File: config.mk
export PLATFORM = sky130hd
export DESIGN_NAME = pipeline_execute_muldiv
export DESIGN_NICKNAME = d
export VERILOG_FILES = /design/src/rtl/muldiv_pkg.sv /design/src/rtl/muldiv_div_step.sv /design/src/rtl/pipeline_execute_muldiv.sv
export SDC_FILE = /design/constraint.sdc
export NUM_CORES = 1
export LEC_CHECK = 0
export CAP_MARGIN = 25
export CORE_MARGIN = 2
export CORE_UTILIZATION = 51
export DETAILED_ROUTE_END_ITERATION = 8
export GPL_TIMING_DRIVEN = 0
export PLACE_DENSITY = 0.76
export SLEW_MARGIN = 20
export SYNTH_ARGS = -nofsm -noshare
export SYNTH_HDL_FRONTEND = slang
export SYNTH_SLANG_ARGS = --single-unit
export TNS_END_PERCENT = 1
File: constraint.sdc
create_clock -name Clk -period 6.3 [get_ports Clk]
set_clock_uncertainty 0.1 [all_clocks]
set_input_delay 0.945 -clock Clk [delete_from_list [all_inputs] [get_ports Clk]]
set_output_delay 0.945 -clock Clk [all_outputs]
set_load 0.01 [all_outputs]
File: src/rtl/muldiv_pkg.sv
// Shared opcodes, FSM state encoding and iteration count for the execute-stage mul/div unit.
package muldiv_pkg;

  localparam int ITER_DEFAULT = 32;

  localparam logic [2:0] OP_NOP   = 3'b000;
  localparam logic [2:0] OP_MULT  = 3'b001;
  localparam logic [2:0] OP_MULTU = 3'b010;
  localparam logic [2:0] OP_DIV   = 3'b011;
  localparam logic [2:0] OP_DIVU  = 3'b100;
  localparam logic [2:0] OP_MTHI  = 3'b101;
  localparam logic [2:0] OP_MTLO  = 3'b110;

  typedef enum logic [1:0] {
    IDLE = 2'd0,
    MUL  = 2'd1,
    DIV  = 2'd2,
    FIX  = 2'd3
  } state_t;

  // Magnitude of a 32-bit value; 80000000 maps to itself, which the overflow case relies on.
  function automatic logic [31:0] mag32(input logic [31:0] v, input logic is_signed);
    return (is_signed && v[31]) ? (~v + 32'd1) : v;
  endfunction

endpackage

File: src/rtl/muldiv_div_step.sv
// One restoring-division step: shift the next dividend bit into the remainder and
// subtract the divisor when it fits, shifting the resulting quotient bit in.
module muldiv_div_step (
  input  logic [31:0] i_rem,
  input  logic [31:0] i_quo,
  input  logic [31:0] i_div,
  output logic [31:0] o_rem,
  output logic [31:0] o_quo
);

  logic [32:0] w_shift;
  logic [31:0] w_diff;
  logic        w_ge;

  assign w_shift = {i_rem, i_quo[31]};
  assign w_ge    = (w_shift >= {1'b0, i_div});
  // When the subtraction is taken the true difference is below the divisor, so 32 bits suffice.
  assign w_diff  = w_shift[31:0] - i_div;
  assign o_rem   = w_ge ? w_diff : w_shift[31:0];
  assign o_quo   = {i_quo[30:0], w_ge};

endmodule

File: src/rtl/pipeline_execute_muldiv.sv
// Iterative multiply/divide unit with HI/LO registers for the execute stage.
// Define PIPELINE_EXECUTE_MULDIV_FAST_MUL_EN to replace the shift-add multiply with a single-cycle multiplier.
module pipeline_execute_muldiv
  import muldiv_pkg::*;
#(
  parameter int ITER = ITER_DEFAULT
) (
  input  logic        Clk,
  input  logic        Reset,
  input  logic        StartE,
  input  logic [2:0]  MulDivOpE,
  input  logic [31:0] SrcAE,
  input  logic [31:0] SrcBE,
  input  logic        ReadHiLoE,
  output logic [31:0] HiOut,
  output logic [31:0] LoOut,
  output logic        Busy,
  output logic        StallReq,
  output logic        Done
);

  localparam int CNT_W = (ITER > 1) ? $clog2(ITER) : 1;
  localparam logic [CNT_W-1:0] CNT_LAST = CNT_W'(ITER - 1);

  state_t           r_state;
  logic [31:0]      r_hi;
  logic [31:0]      r_lo;
  logic             r_done;
  logic [CNT_W-1:0] r_cnt;
  logic [63:0]      r_a;
  logic [31:0]      r_b;
  logic [63:0]      r_acc;
  logic             r_is_div;
  logic             r_dz;
  logic             r_neg_q;
  logic             r_neg_r;

  logic             w_signed;
  logic [31:0]      w_a_mag;
  logic [31:0]      w_b_mag;
  logic [31:0]      w_step_rem;
  logic [31:0]      w_step_quo;
  logic [63:0]      w_prod;
  logic [31:0]      w_fix_hi;
  logic [31:0]      w_fix_lo;

  assign w_signed = (MulDivOpE == OP_MULT) || (MulDivOpE == OP_DIV);
  assign w_a_mag  = mag32(SrcAE, w_signed);
  assign w_b_mag  = mag32(SrcBE, w_signed);

  // Divide datapath: r_acc holds {remainder, quotient/dividend}.
  muldiv_div_step u_div_step (
    .i_rem (r_acc[63:32]),
    .i_quo (r_acc[31:0]),
    .i_div (r_b),
    .o_rem (w_step_rem),
    .o_quo (w_step_quo)
  );

  always_comb begin
    w_prod   = r_neg_q ? (~r_acc + 64'd1) : r_acc;
    w_fix_hi = w_prod[63:32];
    w_fix_lo = w_prod[31:0];
    if (r_dz) begin
      w_fix_hi = r_acc[63:32];
      w_fix_lo = r_acc[31:0];
    end else if (r_is_div) begin
      w_fix_lo = r_neg_q ? (~r_acc[31:0] + 32'd1) : r_acc[31:0];
      w_fix_hi = r_neg_r ? (~r_acc[63:32] + 32'd1) : r_acc[63:32];
    end
  end

  always_ff @(posedge Clk) begin
    if (Reset) begin
      r_state  <= IDLE;
      r_hi     <= '0;
      r_lo     <= '0;
      r_done   <= 1'b0;
      r_cnt    <= '0;
      r_a      <= '0;
      r_b      <= '0;
      r_acc    <= '0;
      r_is_div <= 1'b0;
      r_dz     <= 1'b0;
      r_neg_q  <= 1'b0;
      r_neg_r  <= 1'b0;
    end else begin
      r_done <= 1'b0;
      case (r_state)
        IDLE: begin
          if (StartE) begin
            case (MulDivOpE)
              OP_MULT, OP_MULTU: begin
                r_is_div <= 1'b0;
                r_dz     <= 1'b0;
                r_neg_q  <= w_signed && (SrcAE[31] ^ SrcBE[31]);
                r_neg_r  <= 1'b0;
                r_cnt    <= '0;
`ifdef PIPELINE_EXECUTE_MULDIV_FAST_MUL_EN
                r_acc    <= {32'd0, w_a_mag} * {32'd0, w_b_mag};
                r_state  <= FIX;
`else
                r_a      <= {32'd0, w_a_mag};
                r_b      <= w_b_mag;
                r_acc    <= '0;
                r_state  <= MUL;
`endif
              end
              OP_DIV, OP_DIVU: begin
                r_is_div <= 1'b1;
                r_cnt    <= '0;
                r_b      <= w_b_mag;
                r_neg_q  <= w_signed && (SrcAE[31] ^ SrcBE[31]);
                r_neg_r  <= w_signed && SrcAE[31];
                // Divide by zero skips the iterations and writes the fixed result pattern.
                if (SrcBE == 32'd0) begin
                  r_dz    <= 1'b1;
                  r_acc   <= {SrcAE, 32'hFFFF_FFFF};
                  r_state <= FIX;
                end else begin
                  r_dz    <= 1'b0;
                  r_acc   <= {32'd0, w_a_mag};
                  r_state <= DIV;
                end
              end
              OP_MTHI: r_hi <= SrcAE;
              OP_MTLO: r_lo <= SrcAE;
              default: ;
            endcase
          end
        end
        MUL: begin
          if (r_b[0]) begin
            r_acc <= r_acc + r_a;
          end
          r_a <= r_a << 1;
          r_b <= r_b >> 1;
          if (r_cnt == CNT_LAST) begin
            r_cnt   <= '0;
            r_state <= FIX;
          end else begin
            r_cnt <= r_cnt + 1'b1;
          end
        end
        DIV: begin
          r_acc <= {w_step_rem, w_step_quo};
          if (r_cnt == CNT_LAST) begin
            r_cnt   <= '0;
            r_state <= FIX;
          end else begin
            r_cnt <= r_cnt + 1'b1;
          end
        end
        FIX: begin
          r_hi    <= w_fix_hi;
          r_lo    <= w_fix_lo;
          r_done  <= 1'b1;
          r_state <= IDLE;
        end
        default: r_state <= IDLE;
      endcase
    end
  end

  assign HiOut    = r_hi;
  assign LoOut    = r_lo;
  assign Busy     = (r_state != IDLE);
  assign StallReq = Busy && (StartE || ReadHiLoE);
  assign Done     = r_done;

endmodule
==> impl_metrics.sql, run 1 <==
INSERT INTO impl_metrics (metric_group, metric, value, unit) VALUES
('yosys', 'synth_sequential_area_ratio', '24.44', '%'),
('run', 'drv.max_cap_violation_count', '0', ''),
('timing', 'post-route-period-util', '71.98', '%'),
('cells_and_area', 'finalNetCount', '3056', ''),
('timing', 'final_period_minus_worst_setup_slack', '4535', 'ps'),
('yosys', 'yosys_most_used_dff', 'dfxtp_1', ''),
('cells_and_area', 'drive_above_1_share', '3.727', '%'),
('routing', 'drt.antenna.violating_nets', '0', ''),
('setup_path', 'cp_cell_instances', 'clkdlybuf4s50_1, nor4_1, nand4_1, nand4bb_1, nor4_1, nand2_1, o21ai_0, xor2_1, o21ai_0, a21oi_1, a211oi_1', ''),
('timing', 'timing.final.max_slew_violations', '0', ''),
('timing', 'hold_ws', '353.6', 'ps'),
('routing', 'detail_route.iter0.violations', '3307', ''),
('routing', 'drc_violations_left', '0', ''),
('placement', 'portBuffers', '132', ''),
('setup_path', 'slowest_delay', '730', 'ps'),
('floorplan', 'std_cell_rows', '71', ''),
('yosys', 'ys_types', '82', ''),
('placement', 'hpwl', '72940', 'um'),
('setup_path', 'rrSetupSlack', '1870', 'ps'),
('timing', 'totalNegativeSetupSlack', '0', 'ps'),
('timing', 'hold_viol_final', '0', ''),
('setup_path', 'critPathSlowestCell', 'nor4_1', ''),
('global_routing', 'grt_max_degree', '14', ''),
('global_routing', 'grt_pass1_wl', '131400', 'um'),
('outcome', 'outcome', 'complete, no violations', ''),
('cells_and_area', 'flow.area_growth_from_synthesis', '15.30', '%'),
('floorplan', 'ioPinCount', '138', ''),
('floorplan', 'floorplan.die.width', '198.7', 'um'),
('clock_tree', 'insertion_delay', '580', 'ps'),
('routing', 'first_pass_iters', '6', ''),
('cells_and_area', 'antenna_cells', '0', ''),
('yosys', 'postSynthRegisterBits', '236', ''),
('global_routing', 'grt.overflow.total', '0', ''),
('pwr', 'power_after_layout', '7040', 'uW'),
('cells_and_area', 'utilization', '59.45', '%'),
('routing', 'routed_wire_length_per_instance', '26.70', 'um'),
('setup_path', 'critical_path_required', '6600', 'ps'),
('clock_tree', 'cts_num_sinks', '236', ''),
('cells_and_area', 'leading_cell_type_in_the_layout_fill_and_taps_excluded', 'a21oi_1', ''),
('yosys', 'syn_inst', '2715', ''),
('timing', 'final-setup-viol-count', '0', ''),
('pwr', 'vdd_ir_drop_max', '0.0002977', 'V'),
('cells_and_area', 'most-common-layout-cells', 'a21oi_1, nand2_1, nor2_1', ''),
('clock_tree', 'cts_root_buf', 'clkbuf_16', ''),
('yosys', 'postSynth.asyncResetShare', '0', '%'),
('worst_hold_path', 'hold_path_class', 'flip-flop to flip-flop', ''),
('yosys', 'post_synth.cell_area_avg', '7.120', 'sq um'),
('setup_path', 'critical_path.startpoint_type', 'primary input', ''),
('routing', 'detail_route.wirelength', '91020', 'um'),
('clock_tree', 'cts_max_level', '1', ''),
('floorplan', 'die_h', '198.7', 'um'),
('yosys', 'synth-edff-count', '0', ''),
('clock_tree', 'cts_resized', '0', ''),
('yosys', 'syn_area', '0.01933', 'sq mm'),
('clock_tree', 'tritoncts', 'done', ''),
('timing', 'worst_slew_margin_rel', '25.20', '%'),
('global_routing', 'total_global_routing_track_utilization', '44.85', '%'),
('global_routing', 'initial_antenna_violation_count', '2', ''),
('floorplan', 'initial_utilization', '51.56', '%'),
('timing', 'worst-slew-pin-transition', '1122', 'ps'),
('routing', 'viasPerCell', '6.696', ''),
('clock_tree', 'cts_hold_buf', '0', ''),
('clock_tree', 'worst_setup_hold_path_clk_slew', '60', 'ps'),
('clock_tree', 'cts_inserted_buffers', '27', ''),
('timing', 'unrepaired_setup_endpoints_after_global_routing', 'false', ''),
('timing', 'max_freq', '220.5', 'MHz'),
('floorplan', 'core', '0.03749', 'sq mm'),
('setup_path', 'endpoint_type_of_the_worst_setup_path', 'flip-flop', ''),
('global_routing', 'via_count_of_the_first_global_routing_pass', '20741', ''),
('pwr', 'cellPowerDensity', '315.9', 'mW/mm^2'),
('yosys', 'syn-num-nets', '2893', ''),
('floorplan', 'die_area', '0.03948', 'sq mm'),
('pwr', 'leakagePower', '0.008205', 'uW'),
('clock_tree', 'clock_tree.buffer_depth', '3', ''),
('setup_path', 'worstPathMaxFanout', '5', ''),
('yosys', 'warnings_synthesis', '0', ''),
('clock_tree', 'cts.repair_timing.setup_buffer_count', '0', ''),
('setup_path', 'timing.setup.critical_path_class', 'primary input to flip-flop', ''),
('routing', 'num_vias', '22828', ''),
('placement', 'gp_congestion', '1.067', ''),
('setup_path', 'timing.critical_path.arrival', '4830', 'ps');
==> Yosys cell counts, types with 11 or more instances <==
cell type / count / share of area [%]
a211oi_1: 97 / 3.8
a21o_1: 49 / 1.9
a21oi_1: 357 / 9.2
a221oi_1: 26 / 1.2
a22oi_1: 15 / 0.58
a311oi_1: 11 / 0.50
a31oi_1: 33 / 1.1
and3_1: 15 / 0.49
buf_1: 13 / 0.25
buf_2: 18 / 0.47
clkbuf_1: 145 / 2.8
dfxtp_1: 236 / 24
ha_1: 105 / 6.8
inv_1: 85 / 1.7
mux2i_1: 19 / 0.98
nand2_1: 316 / 6.1
nand2b_1: 31 / 1.0
nand3_1: 70 / 1.8
nand4_1: 23 / 0.74
nor2_1: 281 / 5.5
nor2b_1: 15 / 0.49
nor3_1: 50 / 1.3
nor4_1: 17 / 0.55
o211ai_1: 32 / 1.2
o21a_1: 18 / 0.70
o21ai_0: 206 / 5.3
o21bai_1: 18 / 0.70
o31ai_1: 30 / 1.2
o41ai_1: 14 / 0.63
or3_1: 17 / 0.55
or4_1: 20 / 0.78
xnor2_1: 117 / 5.3
xor2_1: 79 / 3.6
==> layout make-up <==
type,count,area [sq um]
tap,511,639.4
timing repair buffer,134,1340
sequential,236,4725
multi-input combinational,2215,13590
clock inverter,13,196.4
buffer,179,706.9
inverter,85,319.1
clock buffer,36,769.5
fill,3618,15200
==> cells by family (layout without fill, tap and decap cells) <==
family	Yosys count	in the layout	synth area share [%]
compound gates	982	982	31.52
xor+xnor	196	196	8.881
fa+ha+maj	107	107	7.004
buf+inv	264	447	5.301
flops	236	236	24.44
mux	28	28	1.508
simple gates	902	902	21.35
==> critical path, delay by kind of cell <==
| family | cells | cell delay [ps] |
|---|---|---|
| compound gates | 4 | 620 |
| xor+xnor | 1 | 380 |
| buf+inv | 1 | 700 |
| simple gates | 5 | 2190 |
==> registers in the layout, indices dropped and copies added, names as in the netlist <==
signal	count
r_a	64
r_acc	64
HiOut	32
LoOut	32
r_b	32
r_cnt	5
r_state	2
Done	1
r_dz	1
r_is_div	1
r_neg_q	1
r_neg_r	1
==> per-stage QoR <==
stage	worst slack, ps	instances	area (sq um)
floorplan	2852	2715	19330
global placement	1116	3358	21290
detailed placement	1465	3360	21320
CTS	2009	3409	22290
global route	1519	3409	22290
finish	1765	3409	22290
==> where the power goes <==
part / switching (uW) / total [uW] / internal (uW)
clock network: 697 / 1760 / 1060
logic: 2130 / 3270 / 1140
registers: 382 / 2020 / 1630
==> worst paths after layout <==
| path | startpoint | endpoint | depth (start not counted) |
|---|---|---|---|
| hold / removal | HiOut[19]$_SDFFE_PP0P_ | HiOut[19]$_SDFFE_PP0P_ | 2 |
| setup reg to reg | r_acc[37]$_SDFFE_PP0P_ | r_acc[34]$_SDFFE_PP0P_ | 12 |
| setup / recovery | SrcAE[4] | r_acc[27]$_SDFFE_PP0P_ | 11 |
| hold reg to reg | HiOut[19]$_SDFFE_PP0P_ | HiOut[19]$_SDFFE_PP0P_ | 2 |
==> routing by layer <==
layer | vias up | track usage (%) | share of wire, %
met5 | - | 0 | 0
met4 | 0 | 30.04 | 8.4
li1 | 10187 | - | -
met1 | 10654 | 58.08 | 39
met3 | 409 | 9.986 | 12
met2 | 1578 | 66.63 | 41
Power figures use the tool's default switching activity.
==> run 2, diff against run 1 <==
==> constraint.sdc (replaced) <==
create_clock -name Clk -period 4.3 [get_ports Clk]
set_clock_uncertainty 0.1 [all_clocks]
set_input_delay 0.645 -clock Clk [delete_from_list [all_inputs] [get_ports Clk]]
set_output_delay 0.645 -clock Clk [all_outputs]
set_load 0.01 [all_outputs]
==> impl_metrics.sql, run 2 (same netlist as run 1, synthesis figures left out) <==
INSERT INTO impl_metrics (metric_group, metric, value, unit) VALUES
('routing', 'drt.antenna.violating_nets', '0', ''),
('setup_path', 'slowest_delay', '800', 'ps'),
('placement', 'portBuffers', '132', ''),
('setup_path', 'critical_path.reg2reg.startpoint', 'r_acc[49]$_SDFFE_PP0P_', ''),
('timing', 'max_freq', '232.5', 'MHz'),
('floorplan', 'floorplan.die.width', '198.7', 'um'),
('setup_path', 'cp_cell_instances', 'ha_1, buf_2, nand2_1, or3_1, or4_1, o31ai_1, inv_1, nand2_2, buf_4, mux2i_1, o21ai_0, o221a_2', ''),
('floorplan', 'std_cell_rows', '71', ''),
('cells_and_area', 'reg.largest.list', 'r_a (64), r_acc (64)', ''),
('clock_tree', 'cts_root_buf', 'clkbuf_16', ''),
('setup_path', 'cp.buffers_inverters', '3', ''),
('cells_and_area', 'finalNetCount', '3056', ''),
('placement', 'place_worst_setup_slack', '-235.0', 'ps'),
('placement', 'hpwl', '72940', 'um'),
('setup_path', 'cp-startpoint', 'r_acc[49]$_SDFFE_PP0P_', ''),
('outcome', 'violations_in_the_final_reports', 'setup timing', ''),
('clock_tree', 'cts_max_level', '1', ''),
('routing', 'num_vias', '22761', ''),
('timing', 'totalNegativeSetupSlack', '-1.659', 'ps'),
('clock_tree', 'cts_num_sinks', '236', ''),
('cells_and_area', 'flow.area_growth_from_synthesis', '15.44', '%'),
('routing', 'routed_wire_length_per_instance', '26.70', 'um'),
('floorplan', 'ioPinCount', '138', ''),
('pwr', 'power.share.combinational', '46.4', '%'),
('floorplan', 'initial_utilization', '51.56', '%'),
('pwr', 'internal_power', '5624', 'uW'),
('setup_path', 'rrSetupSlack', '-2', 'ps'),
('pwr', 'power_switching_share', '45.54', '%'),
('pwr', 'part_of_the_power_in_the_clock_network', '25.0', '%'),
('worst_hold_path', 'startpoint_of_the_worst_hold_path', 'HiOut[19]$_SDFFE_PP0P_', ''),
('clock_tree', 'clock_tree.buffer_depth', '3', ''),
('setup_path', 'critical_path_required', '4670', 'ps'),
('pwr', 'cellPowerDensity', '462.8', 'mW/mm^2'),
('timing', 'timing.final.max_slew_violations', '0', ''),
('setup_path', 'timing.setup.critical_path_class', 'flip-flop to flip-flop', ''),
('timing', 'final_period_minus_worst_setup_slack', '4302', 'ps'),
('routing', 'first_pass_iters', '6', ''),
('floorplan', 'die_area', '0.03948', 'sq mm'),
('global_routing', 'initial_antenna_violation_count', '2', ''),
('clock_tree', 'cts_hold_buf', '0', ''),
('routing', 'detail_route.iter0.violations', '3149', ''),
('timing', 'unrepaired_setup_endpoints_after_global_routing', 'false', ''),
('clock_tree', 'cts_inserted_buffers', '27', ''),
('cells_and_area', 'drive_above_1_share', '4.037', '%'),
('global_routing', 'total_global_routing_track_utilization', '44.85', '%'),
('floorplan', 'core', '0.03749', 'sq mm'),
('floorplan', 'die_h', '198.7', 'um'),
('timing', 'hold_viol_final', '0', ''),
('setup_path', 'crit_family', 'simple AND/OR/NAND/NOR gates', ''),
('clock_tree', 'worst_setup_hold_path_clk_slew', '70', 'ps'),
('clock_tree', 'cts_resized', '0', ''),
('setup_path', 'critical_path.startpoint_type', 'flip-flop', ''),
('global_routing', 'via_count_of_the_first_global_routing_pass', '20741', ''),
('cells_and_area', 'utilization', '59.53', '%'),
('pwr', 'leakagePower', '0.008211', 'uW'),
('routing', 'drc_violations_left', '0', ''),
('pwr', 'p_sw', '4703', 'uW'),
('cells_and_area', 'leading_cell_type_in_the_layout_fill_and_taps_excluded', 'a21oi_1', ''),
('clock_tree', 'cts.repair_timing.setup_buffer_count', '0', ''),
('clock_tree', 'insertion_delay', '580', 'ps'),
('routing', 'detail_route.wirelength', '91010', 'um'),
('setup_path', 'timing.critical_path.arrival', '4670', 'ps'),
('routing', 'viasPerCell', '6.677', ''),
('timing', 'postLayoutSetupSlackWorst', '-1.659', 'ps'),
('global_routing', 'grt_max_degree', '14', ''),
('worst_hold_path', 'hold_path_class', 'flip-flop to flip-flop', ''),
('pwr', 'proportion_of_power_drawn_by_flip_flops_and_latches', '28.6', '%'),
('global_routing', 'grt.overflow.total', '0', ''),
('global_routing', 'grt_pass1_wl', '131400', 'um'),
('timing', 'post-route-period-util', '100.0', '%'),
('cells_and_area', 'most-common-layout-cells', 'a21oi_1, nand2_1, nor2_1', ''),
('setup_path', 'worstPathMaxFanout', '10', ''),
('setup_path', 'critPathSlowestCell', 'dfxtp_1', ''),
('cells_and_area', 'antenna_cells', '0', ''),
('placement', 'gp_congestion', '1.067', ''),
('clock_tree', 'tritoncts', 'done', ''),
('timing', 'worst-slew-pin-transition', '1105', 'ps'),
('outcome', 'outcome', 'finished, violations left', ''),
('timing', 'final-setup-viol-count', '1', ''),
('pwr', 'vdd_ir_drop_max', '0.0004375', 'V'),
('cells_and_area', 'filler_cell_count', '3615', ''),
('run', 'drv.max_cap_violation_count', '0', ''),
('timing', 'worst_slew_margin_rel', '26.36', '%'),
('setup_path', 'endpoint_type_of_the_worst_setup_path', 'flip-flop', '');
## run 2: routing by layer
| layer | GRT usage [%] | vias up | share of wire [%] |
|---|---|---|---|
| li1 | - | 10172 | - |
| met1 | 58.08 | 10670 | 39 |
| met2 | 66.63 | 1531 | 41 |
| met3 | 9.986 | 388 | 12 |
| met4 | 30.04 | 0 | 8.2 |
| met5 | 0 | - | 0 |
## run 2: worst paths after layout
check	cells past startpoint	end
hold reg to reg	2	HiOut[19]$_SDFFE_PP0P_
hold / removal	2	HiOut[19]$_SDFFE_PP0P_
setup / recovery	12	r_acc[51]$_SDFFE_PP0P_
setup reg to reg	12	r_acc[51]$_SDFFE_PP0P_
## run 2: cell type report
class | instances | area [sq um] | area share [%]
repair buffers | 134 | 1340 | 6.005
flip-flops and latches | 236 | 4731 | 21.20
well taps | 511 | 639.4 | 2.865
inverters | 85 | 319.1 | 1.430
multi-input cells | 2215 | 13610 | 61.00
clock buffers | 36 | 769.5 | 3.448
plain buffers | 179 | 706.9 | 3.168
clock inverters | 13 | 196.4 | 0.8803
## run 2: through the flow
| step | cell area (sq um) | cells | hold WS [ps] | power [uW] |
|---|---|---|---|---|
| 2_1_floorplan | 19330 | 2715 | 331.9 | 5835 |
| 3_3_place_gp | 21290 | 3358 | 339.5 | 7445 |
| 3_5_place_dp | 21320 | 3360 | 345.7 | 7516 |
| 4_1_cts | 22290 | 3409 | 354.2 | 10040 |
| 5_1_grt | 22320 | 3409 | 363.6 | 10640 |
| 6_report | 22320 | 3409 | 353.6 | 10330 |
## run 2: worst register-to-register path: cells and delay by family (launching register included)
family | cells | cell delay [ps]
DFF | 1 | 800
buffers and inverters | 3 | 590
and+or+nand+nor | 4 | 1230
AOI/OAI and AO/OA | 3 | 940
muxes | 1 | 310
adders and majority gates | 1 | 220
## run 2: power by group through the flow
stage               registers, uW  clock network (uW)  logic [uW]
CTS                          2900                2550        4600
global route                 2930                2630        5090
global placement             2940                   0        4510
finish                       2950                2580        4790
detailed placement           2950                   0        4570
floorplan                    2660                   0        3170
